===== src/rtl/adc_capture_scheduler_if.sv =====
// Capture-controller / DMA handshake bundle for adc_capture_scheduler.
// master = scheduler side, slave = capture controller side.
interface adc_capture_scheduler_if;
  logic        sample_start;
  logic [31:0] sample_len;
  logic        st_clr;
  logic        dma_tlast;

  modport master (
    output sample_start,
    output sample_len,
    input  st_clr,
    input  dma_tlast
  );

  modport slave (
    input  sample_start,
    input  sample_len,
    output st_clr,
    output dma_tlast
  );
endinterface


===== src/rtl/adc_capture_scheduler.sv =====
// Frame scheduler: sequences trigger, capture request, DMA completion
// and inter-frame interval for a run of ADC frames.
module adc_capture_scheduler #(
  parameter int unsigned ACK_TIMEOUT = 1024,
  parameter int unsigned DMA_TIMEOUT = 0
) (
  input  logic                           clk,
  input  logic                           rst,
  input  logic [31:0]                    cfg_sample_len,
  input  logic [15:0]                    cfg_frames,
  input  logic [31:0]                    cfg_interval,
  input  logic                           cfg_ext_trig_en,
  input  logic                           arm,
  input  logic                           abort,
  input  logic                           ext_trig,
  adc_capture_scheduler_if.master        cap,
  output logic                           busy,
  output logic [15:0]                    frame_cnt,
  output logic                           done,
  output logic                           err_timeout
);

  typedef enum logic [2:0] {
    S_IDLE,
    S_WAIT_TRIG,
    S_WAIT_ACK,
    S_CAPTURE,
    S_WAIT_DMA,
    S_INTERVAL,
    S_DONE,
    S_ERROR
  } state_t;

  state_t      state;
  state_t      state_nxt;

  logic [15:0] frames_q;
  logic [31:0] interval_q;
  logic        trig_en_q;
  logic        ext_trig_q;
  logic [31:0] tmo_cnt;
  logic [32:0] tmo_p1;
  logic        tlast_seen;
  logic        abort_pend;

  logic        arm_ok;
  logic        dma_exit;
  logic        trig_rise;
  logic [15:0] cnt_inc;
  logic        in_frame_nxt;
  logic        in_frame;

  assign tmo_p1    = {1'b0, tmo_cnt} + 33'd1;
  assign trig_rise = ext_trig & ~ext_trig_q;
  assign cnt_inc   = frame_cnt + 16'd1;

  assign in_frame = (state == S_WAIT_ACK) ||
                    (state == S_CAPTURE)  ||
                    (state == S_WAIT_DMA);

  assign in_frame_nxt = (state_nxt == S_WAIT_ACK) ||
                        (state_nxt == S_CAPTURE)  ||
                        (state_nxt == S_WAIT_DMA);

  always_comb begin
    state_nxt = state;
    arm_ok    = 1'b0;
    dma_exit  = 1'b0;
    unique case (state)
      S_IDLE: begin
        if (arm && !abort && (cfg_sample_len != 32'd0)) begin
          arm_ok    = 1'b1;
          state_nxt = S_WAIT_TRIG;
        end
      end
      S_WAIT_TRIG: begin
        if (abort)
          state_nxt = S_DONE;
        else if (!trig_en_q || trig_rise)
          state_nxt = S_WAIT_ACK;
      end
      S_WAIT_ACK: begin
        if (cap.st_clr)
          state_nxt = S_CAPTURE;
        else if (tmo_p1 >= 33'(ACK_TIMEOUT))
          state_nxt = S_ERROR;
      end
      S_CAPTURE: begin
        if (!cap.st_clr)
          state_nxt = S_WAIT_DMA;
      end
      S_WAIT_DMA: begin
        if (tlast_seen || cap.dma_tlast) begin
          dma_exit = 1'b1;
          // a same-cycle abort still ends the run after this frame
          if (((frames_q != 16'd0) && (cnt_inc == frames_q)) ||
              abort_pend || abort)
            state_nxt = S_DONE;
          else
            state_nxt = S_INTERVAL;
        end else if ((DMA_TIMEOUT != 0) &&
                     (tmo_p1 >= 33'(DMA_TIMEOUT))) begin
          state_nxt = S_ERROR;
        end
      end
      S_INTERVAL: begin
        if (abort)
          state_nxt = S_DONE;
        else if (tmo_p1 >= {1'b0, interval_q})
          state_nxt = S_WAIT_TRIG;
      end
      S_DONE:  state_nxt = S_IDLE;
      S_ERROR: state_nxt = S_IDLE;
      default: state_nxt = S_IDLE;
    endcase
  end

  always_ff @(posedge clk or posedge rst) begin
    if (rst) begin
      state            <= S_IDLE;
      cap.sample_start <= 1'b0;
      cap.sample_len   <= '0;
      frames_q         <= '0;
      interval_q       <= '0;
      trig_en_q        <= 1'b0;
      ext_trig_q       <= 1'b0;
      tmo_cnt          <= '0;
      tlast_seen       <= 1'b0;
      abort_pend       <= 1'b0;
      frame_cnt        <= '0;
      busy             <= 1'b0;
      done             <= 1'b0;
      err_timeout      <= 1'b0;
    end else begin
      state      <= state_nxt;
      ext_trig_q <= ext_trig;

      if ((state_nxt != state) || (state_nxt == S_IDLE))
        tmo_cnt <= '0;
      else
        tmo_cnt <= tmo_p1[31:0];

      if (arm_ok) begin
        cap.sample_len <= cfg_sample_len;
        frames_q       <= cfg_frames;
        interval_q     <= cfg_interval;
        trig_en_q      <= cfg_ext_trig_en;
        frame_cnt      <= '0;
      end else if (dma_exit) begin
        frame_cnt <= cnt_inc;
      end

      // a tlast beat may land before st_clr drops; remember it
      if (!in_frame_nxt)
        tlast_seen <= 1'b0;
      else if (in_frame && cap.dma_tlast)
        tlast_seen <= 1'b1;

      if ((state_nxt == S_DONE) || (state_nxt == S_ERROR) ||
          (state_nxt == S_IDLE))
        abort_pend <= 1'b0;
      else if (in_frame && abort)
        abort_pend <= 1'b1;

      if (state_nxt == S_ERROR)
        err_timeout <= 1'b1;
      else if (arm_ok)
        err_timeout <= 1'b0;

      cap.sample_start <= (state_nxt == S_WAIT_ACK);
      busy             <= (state_nxt != S_IDLE) && (state_nxt != S_ERROR);
      done             <= (state_nxt == S_DONE);
    end
  end

endmodule


===== src/flat_wrapper.sv =====
// flat-port wrapper written by rule: the top's interface ports become plain ports
module adc_capture_scheduler_flat 
#(
  parameter int unsigned ACK_TIMEOUT = 1024,
  parameter int unsigned DMA_TIMEOUT = 0
)
  (clk, rst, cfg_sample_len, cfg_frames, cfg_interval, cfg_ext_trig_en, arm, abort, ext_trig, busy, frame_cnt, done, err_timeout, cap_sample_start, cap_sample_len, cap_st_clr, cap_dma_tlast);
  adc_capture_scheduler_if cap_i ();
  input  logic clk;
  input  logic rst;
  input  logic [31:0] cfg_sample_len;
  input  logic [15:0] cfg_frames;
  input  logic [31:0] cfg_interval;
  input  logic cfg_ext_trig_en;
  input  logic arm;
  input  logic abort;
  input  logic ext_trig;
  output logic busy;
  output logic [15:0] frame_cnt;
  output logic done;
  output logic err_timeout;
  output wire logic [$bits(cap_i.sample_start)-1:0] cap_sample_start;
  output wire logic [$bits(cap_i.sample_len)-1:0] cap_sample_len;
  input wire logic [$bits(cap_i.st_clr)-1:0] cap_st_clr;
  input wire logic [$bits(cap_i.dma_tlast)-1:0] cap_dma_tlast;
  assign cap_sample_start = cap_i.sample_start;
  assign cap_sample_len = cap_i.sample_len;
  assign cap_i.st_clr = cap_st_clr;
  assign cap_i.dma_tlast = cap_dma_tlast;
  adc_capture_scheduler #(.ACK_TIMEOUT(ACK_TIMEOUT), .DMA_TIMEOUT(DMA_TIMEOUT)) u_core (.clk(clk), .rst(rst), .cfg_sample_len(cfg_sample_len), .cfg_frames(cfg_frames), .cfg_interval(cfg_interval), .cfg_ext_trig_en(cfg_ext_trig_en), .arm(arm), .abort(abort), .ext_trig(ext_trig), .cap(cap_i), .busy(busy), .frame_cnt(frame_cnt), .done(done), .err_timeout(err_timeout));
endmodule

===== config.mk =====
export PLATFORM = sky130hd
export DESIGN_NAME = adc_capture_scheduler_flat
export DESIGN_NICKNAME = d
export VERILOG_FILES = /design/src/rtl/adc_capture_scheduler_if.sv /design/src/rtl/adc_capture_scheduler.sv /design/src/flat_wrapper.sv
export SDC_FILE = /design/constraint.sdc
export NUM_CORES = 1
export LEC_CHECK = 0
export ABC_CLOCK_PERIOD_IN_PS = 13500
export BUFFER_PORTS_ARGS = -buffer_cell sky130_fd_sc_hd__buf_4
export CAP_MARGIN = 30
export CORE_AREA = 4 4 137 139
export DETAILED_ROUTE_END_ITERATION = 7
export DIE_AREA = 0 0 141 143
export GPL_TIMING_DRIVEN = 0
export PLACE_DENSITY = 0.66
export SETUP_SLACK_MARGIN = 0.5
export SYNTH_ARGS = -nofsm -noshare
export SYNTH_HDL_FRONTEND = slang
export SYNTH_SLANG_ARGS = --single-unit
export TNS_END_PERCENT = 20

===== constraint.sdc =====
create_clock -name clk -period 13.5 [get_ports clk]
set_input_delay 2.7 -clock clk [delete_from_list [all_inputs] [get_ports clk]]
set_output_delay 2.7 -clock clk [all_outputs]
set_load 0.01 [all_outputs]

-- Yosys cells after proc, flatten, opt, wreduce, memory -nomap -nowiden
Index checks and enable logic that the tools add are counted.
- word-level logic and storage cells: 88
- memories kept: 0
- output and inout port bits: 52
- bits in writable memories: 0
- memory bits (read-only): 0
- register bits: 139
- bits in latches: 0
- input port bits: 88
- bitwise logic cells: 2
- order comparisons: 2
- $mul: 0
- reductions and logical operators: 28
- divide/modulo/power cells: 0
- shift-type cells: 0
- multiplexer cells: 24
- $add $sub $neg: 2
- equal/unequal tests: 16
- operators with widths (operator ; number):
    adder 32 x 1 -> 33 bit (second input constant) ; 1
    >= comparator 33 x 11 -> 1 bit (second input constant) ; 1
    >= comparator 33 x 32 -> 1 bit ; 1
    2-to-1 mux 16 bit ; 2
    2-to-1 mux 32 bit ; 1
    nonzero test 32 bit ; 1
    2-to-1 mux 3 bit ; 9
    equality test 3 bit (second input constant) ; 7
    case mux 3 bit (7 select lines) ; 1
    adder 16 x 1 -> 16 bit (second input constant) ; 1
    equality test 16 bit ; 1
    nonzero test 16 bit ; 1
    equality test 3 x 2 -> 1 bit (second input constant) ; 4
    logical OR 1 bit ; 11
    2-to-1 mux 1 bit ; 10
    logical AND 1 bit ; 6
    logical NOT 3 bit ; 2
    nonzero test 2 bit ; 3
    equality test 3 x 1 -> 1 bit (second input constant) ; 1
    inequality test 3 bit ; 1
    inequality test 3 bit (second input constant) ; 1
    nonzero test 3 bit ; 1
    logical NOT 1 bit ; 2
    2-to-1 mux 2 bit ; 1
    4 further kinds ; 4

-- Logic depth before layout (Yosys ltp)
- depth after elaboration: 12
- depth in mapped cells: 17
- mapped depth without buffers: 16

-- Least setup slack after synthesis
OpenSTA, ideal clock, no wires.
- path kind: input to register
- from: in cfg_sample_len[4]
- to: reg u_core.tmo_cnt[27]
- path buffers: 1
- setup time: 0.118 ns
- arrival time: 4.238 ns
- stages on the path: 8
- data required time: 13.382 ns
- path slack: 9.144 ns
- cells stage by stage: nor4_1 nand4_1 o2111a_1 nor2_1 a221oi_1 o221ai_2 buf_6 nor2b_2
- cells in the longest elaborated chain, start to end: 7
- elaborated cells on any way between the ends: 8
- classes of those cells: 1 x eq/ne; 3 x mux; 4 x reduce/logical
- RTL lines (what ; RTL line ; RTL):
    start: declaration ; flat_wrapper.sv:11 ; input logic [31:0] cfg_sample_len;
    nonzero test 32 bit (*) ; adc_capture_scheduler.sv:71 ; if (arm && !abort && (cfg_sample_len != 32'd0)) begin
    logical AND 1 bit (*) ; adc_capture_scheduler.sv:71 ;
    2-to-1 mux 3 bit (*) ; adc_capture_scheduler.sv:71 ;
    case mux 3 bit (7 select lines) (*) ; adc_capture_scheduler.sv:69 ; unique case (state)
    inequality test 3 bit or logical NOT 3 bit (tied branches) ; adc_capture_scheduler.sv:138 ; if ((state_nxt != state) || (state_nxt == S_IDLE))
    logical OR 1 bit (*) ; adc_capture_scheduler.sv:138 ;
    2-to-1 mux 32 bit (*) ; adc_capture_scheduler.sv:138 ;
    end signal: assignment ; adc_capture_scheduler.sv:141 ; tmo_cnt <= tmo_p1[31:0];
    end: declaration ; adc_capture_scheduler.sv:41 ; logic [31:0] tmo_cnt;
Every way passes the cells marked *; elsewhere a longest branch is shown, timed or not.
A chain may end at the register's enable or synchronous reset.

-- Worst setup path after layout
- from: reg u_core.tmo_cnt[25]
- to: reg u_core.tmo_cnt[22]
- cells in the longest elaborated chain, start to end: 8
- elaborated cells on any way between the ends: 12
- classes of those cells: 1 x add/sub; 2 x order compare; 1 x eq/ne; 6 x mux; 2 x reduce/logical
- RTL lines (what ; RTL line ; RTL):
    adder 32 x 1 -> 33 bit (*) ; adc_capture_scheduler.sv:53 ; assign tmo_p1 = {1'b0, tmo_cnt} + 33'd1;
    >= comparator 33 x 32 -> 1 bit or >= comparator 33 x 11 -> 1 bit (tied branches) ; adc_capture_scheduler.sv:109, adc_capture_scheduler.sv:85 ;
    2-to-1 mux 3 bit (on tied branches) ; adc_capture_scheduler.sv:109, adc_capture_scheduler.sv:85 ;
    2-to-1 mux 3 bit (on tied branches) ; adc_capture_scheduler.sv:107, adc_capture_scheduler.sv:83 ;
    case mux 3 bit (7 select lines) (*) ; adc_capture_scheduler.sv:69 ;
    inequality test 3 bit or logical NOT 3 bit (tied branches) ; adc_capture_scheduler.sv:138 ;
    logical OR 1 bit (*) ; adc_capture_scheduler.sv:138 ;
    2-to-1 mux 32 bit (*) ; adc_capture_scheduler.sv:138 ;
Marked as above.

==> impl_metrics.ini <==
[outcome]
status = completed

[routing]
routed_wl_mm = 19.2
routedWlPerCell_um = 15.1
ant_nets = 0
dr.first_iter.drc_count = 300
vias = 6615
drc = 0
firstDrtPassIters = 5
via_per_inst = 5.20

[min_path]
hold_end = u_core.cap.sample_len[17]
hp-class = flop to flop
hp-start = u_core.cap.sample_len[17]
hold_path_depth = 2

[sta]
slew_headroom_pct = 52.1
fin_crit_ns = 4.59
fin_setup_tns_ns = 0
hold_violations = 0
fin_crit_sh_pct = 34.0
rsz0062_at_grt = no
timing.hold.ws_ns = 0.477
setup_viol = 0
tightestPinTransition_ns = 0.715
fin_skew_ns = 0.0139
slew_violations = 0
fmax_ghz = 0.218

[critical_path]
r2r_cells = 17
critPathRequiredTime_ns = 13.81
cp-start-kind = flop
end_kind = flop
timing.rr.end = u_core.tmo_cnt[22]
criticalPathCategory = flop to flop
r2r_slack_ns = 8.91
reg2reg_from = u_core.tmo_cnt[25]
cp_max_fo = 10
arrival_ns = 4.90

[pwr]
power.density_nw_per_um2 = 173
seq_power_share_pct = 37.1
total_power_uw = 1690
swShare_pct = 36.4
p_int_uw = 1070
p_sw_uw = 615
leakagePower_uw = 0.00469
combPwrFrac_pct = 34.4
vdd_ir_drop_max_v = 0.0000960
p_clk_share_pct = 28.6

[logic_synthesis]
synth_top_area_share_pct = 44.7
syn_nets = 994
synth_area_sq_um = 7790
synth_seq_cells = 139
yosys_most_used_dff = dfrtp_1
synth_edf_count = 0
syn_area_per_cell_sq_um = 8.94
ys_types = 70
syn_inst = 871
yosysSeqAreaShare_pct = 44.7
yosysWarnings = 0
yosysTopAreaCell = dfrtp_1
async_reset_ff_share_pct = 100
synthTopCellsByArea = dfrtp_1 45%, nand2_1 11%, ha_1 5.6%

[placed_design]
io_buffers = 139
place_area_sq_um = 9150
placed_cells_incl_taps = 1240
place_congestion = 0.897
dpl.hpwl_mm = 14.5

[clocking]
clock_latency_ns = 0.43
hold_buffers = 0
cts_buffer_depth = 2
cts_tree = yes
cts_setup_buffers = 0
cts_root_buf = clkbuf_16
cts.sinks = 139
cts_resized = 0
cts.clk_slew.worst_paths_ns = 0.06
cts_made_buffers = 17
htree_num_levels = 4

[global_route]
grt_max_degree = 90
grt_pass1_vias = 6376
grt_overflow = 0
antenna_found_initial = 0
grt.total_usage_pct = 19.4
grt_pass1_wl_mm = 31.5

[die]
die_w_um = 141
start_util_pct = 44.1
die-area_sq_um = 20200
core_region_area_sq_um = 17700
rows = 49
ioPinCount = 140
die_h_um = 143

[cells_and_area]
layout_commonest_cell = nand2_1
synthToLayoutAreaGrowth_pct = 25.3
fin_area_sq_um = 9760
drive_above_1_share_pct = 22.3
n_antenna_cell = 0
nFillCells = 1665
nNetsFinal = 1153
final_cell_mix = 218 x nand2_1, 139 x buf_4, 139 x dfrtp_1, 47 x inv_1, 47 x o21ai_0
final_cells = 1272

[flow_run]
cap_violations = 0
-- routing by layer --
layer / up-vias / global-route usage (%) / share of wire, %
met1: 3157 / 26.4 / 46
met3: 18 / 4.22 / 5.4
met4: 0 / 5.46 / 1.1
li1: 3282 / - / -
met2: 158 / 31.3 / 48
met5: - / 0 / 0
-- cells in the mapped netlist (all sizes together) (3+ instances only) --
cell type,n
a211oi,5
a21oi,22
a221oi,5
a31oi,3
and3,10
and4,8
buf,10
clkbuf,25
dfrtp,139
ha,35
inv,49
mux2i,5
nand2,218
nand2b,3
nand3,28
nand4,25
nor2,46
nor2b,33
nor3,12
nor3b,4
nor4,22
o21ai,49
or2,5
or3,5
xnor2,39
xor2,25
-- stage by stage --
stage / setup slack (ns) / util (%)
2_1_floorplan: 7.08 / -
3_3_place_gp: 5.29 / 51.6
3_5_place_dp: 8.59 / 51.8
4_1_cts: 8.95 / 55.3
5_1_grt: 8.46 / 55.3
6_report: 8.91 / 55.3
-- logic make-up after synthesis --
family,after synthesis,synth area share (%)
multiplexers,6,0.787
AO/OA/AOI/OAI,113,9.59
XOR/XNOR,64,7.20
buffers and inverters,84,4.39
AND/OR/NAND/NOR,430,27.7
flip-flops,139,44.7
adder cells (fa/ha/maj),35,5.62
-- sequential cells by signal, summed over array words and instances, names as in the netlist --
name and cells:
u_core.abort_pend 1, u_core.busy 1, u_core.cap.sample_len 32, u_core.cap.sample_start 1, u_core.done 1, u_core.err_timeout 1, u_core.ext_trig_q 1, u_core.frame_cnt 16
u_core.frames_q 16, u_core.interval_q 32, u_core.state 3, u_core.tlast_seen 1, u_core.tmo_cnt 32, u_core.trig_en_q 1
-- power groups by stage --
| stage | Sequential, uW | Clock [uW] | Combinational (uW) |
|---|---|---|---|
| floorplan | 638 | 0 | 359 |
| global placement | 629 | 0 | 575 |
| detailed placement | 631 | 0 | 586 |
| CTS | 625 | 491 | 590 |
| global route | 642 | 507 | 657 |
| finish | 625 | 482 | 581 |
-- cell type report --
cell class	count	area, sq um	area share (%)
multi-input cells	648	3970	40.7
flip-flops and latches	139	3480	35.7
repair buffers	140	1070	11.0
clock buffers	17	425	4.36
well taps	229	287	2.94
inverters	49	189	1.94
clock inverters	15	181	1.86
plain buffers	35	158	1.62
-- critical path: stages, from the launching register on --
cell,delay [ns]
dfrtp_1,0.33
clkbuf_1,0.28
nand3_1,0.15
nor4_2,0.55
nand3_1,0.31
nor2_1,0.20
xor2_1,0.11
ha_1,0.30
nand3_1,0.12
nor4_1,0.44
a21oi_1,0.12
o221ai_1,0.08
a31oi_1,0.09
a211oi_1,0.65
nor3_1,0.13
o221ai_2,0.33
buf_6,0.23
nor2b_2,0.05
-- worst max path at each step --
| stage | startpoint | endpoint | slack (ns) | cells after the start |
|---|---|---|---|---|
| floorplan | rst | u_core.abort_pend | 7.08 | 1 |
| global placement | rst | u_core.cap.sample_len[10] | 5.29 | 2 |
| detailed placement | cfg_sample_len[5] | u_core.tmo_cnt[26] | 8.59 | 9 |
| CTS | u_core.tmo_cnt[25] | u_core.tmo_cnt[22] | 8.95 | 17 |
| global route | u_core.tmo_cnt[25] | u_core.tmo_cnt[24] | 8.46 | 17 |
| finish | u_core.tmo_cnt[25] | u_core.tmo_cnt[22] | 8.91 | 17 |
Power figures use the tool's default switching activity.
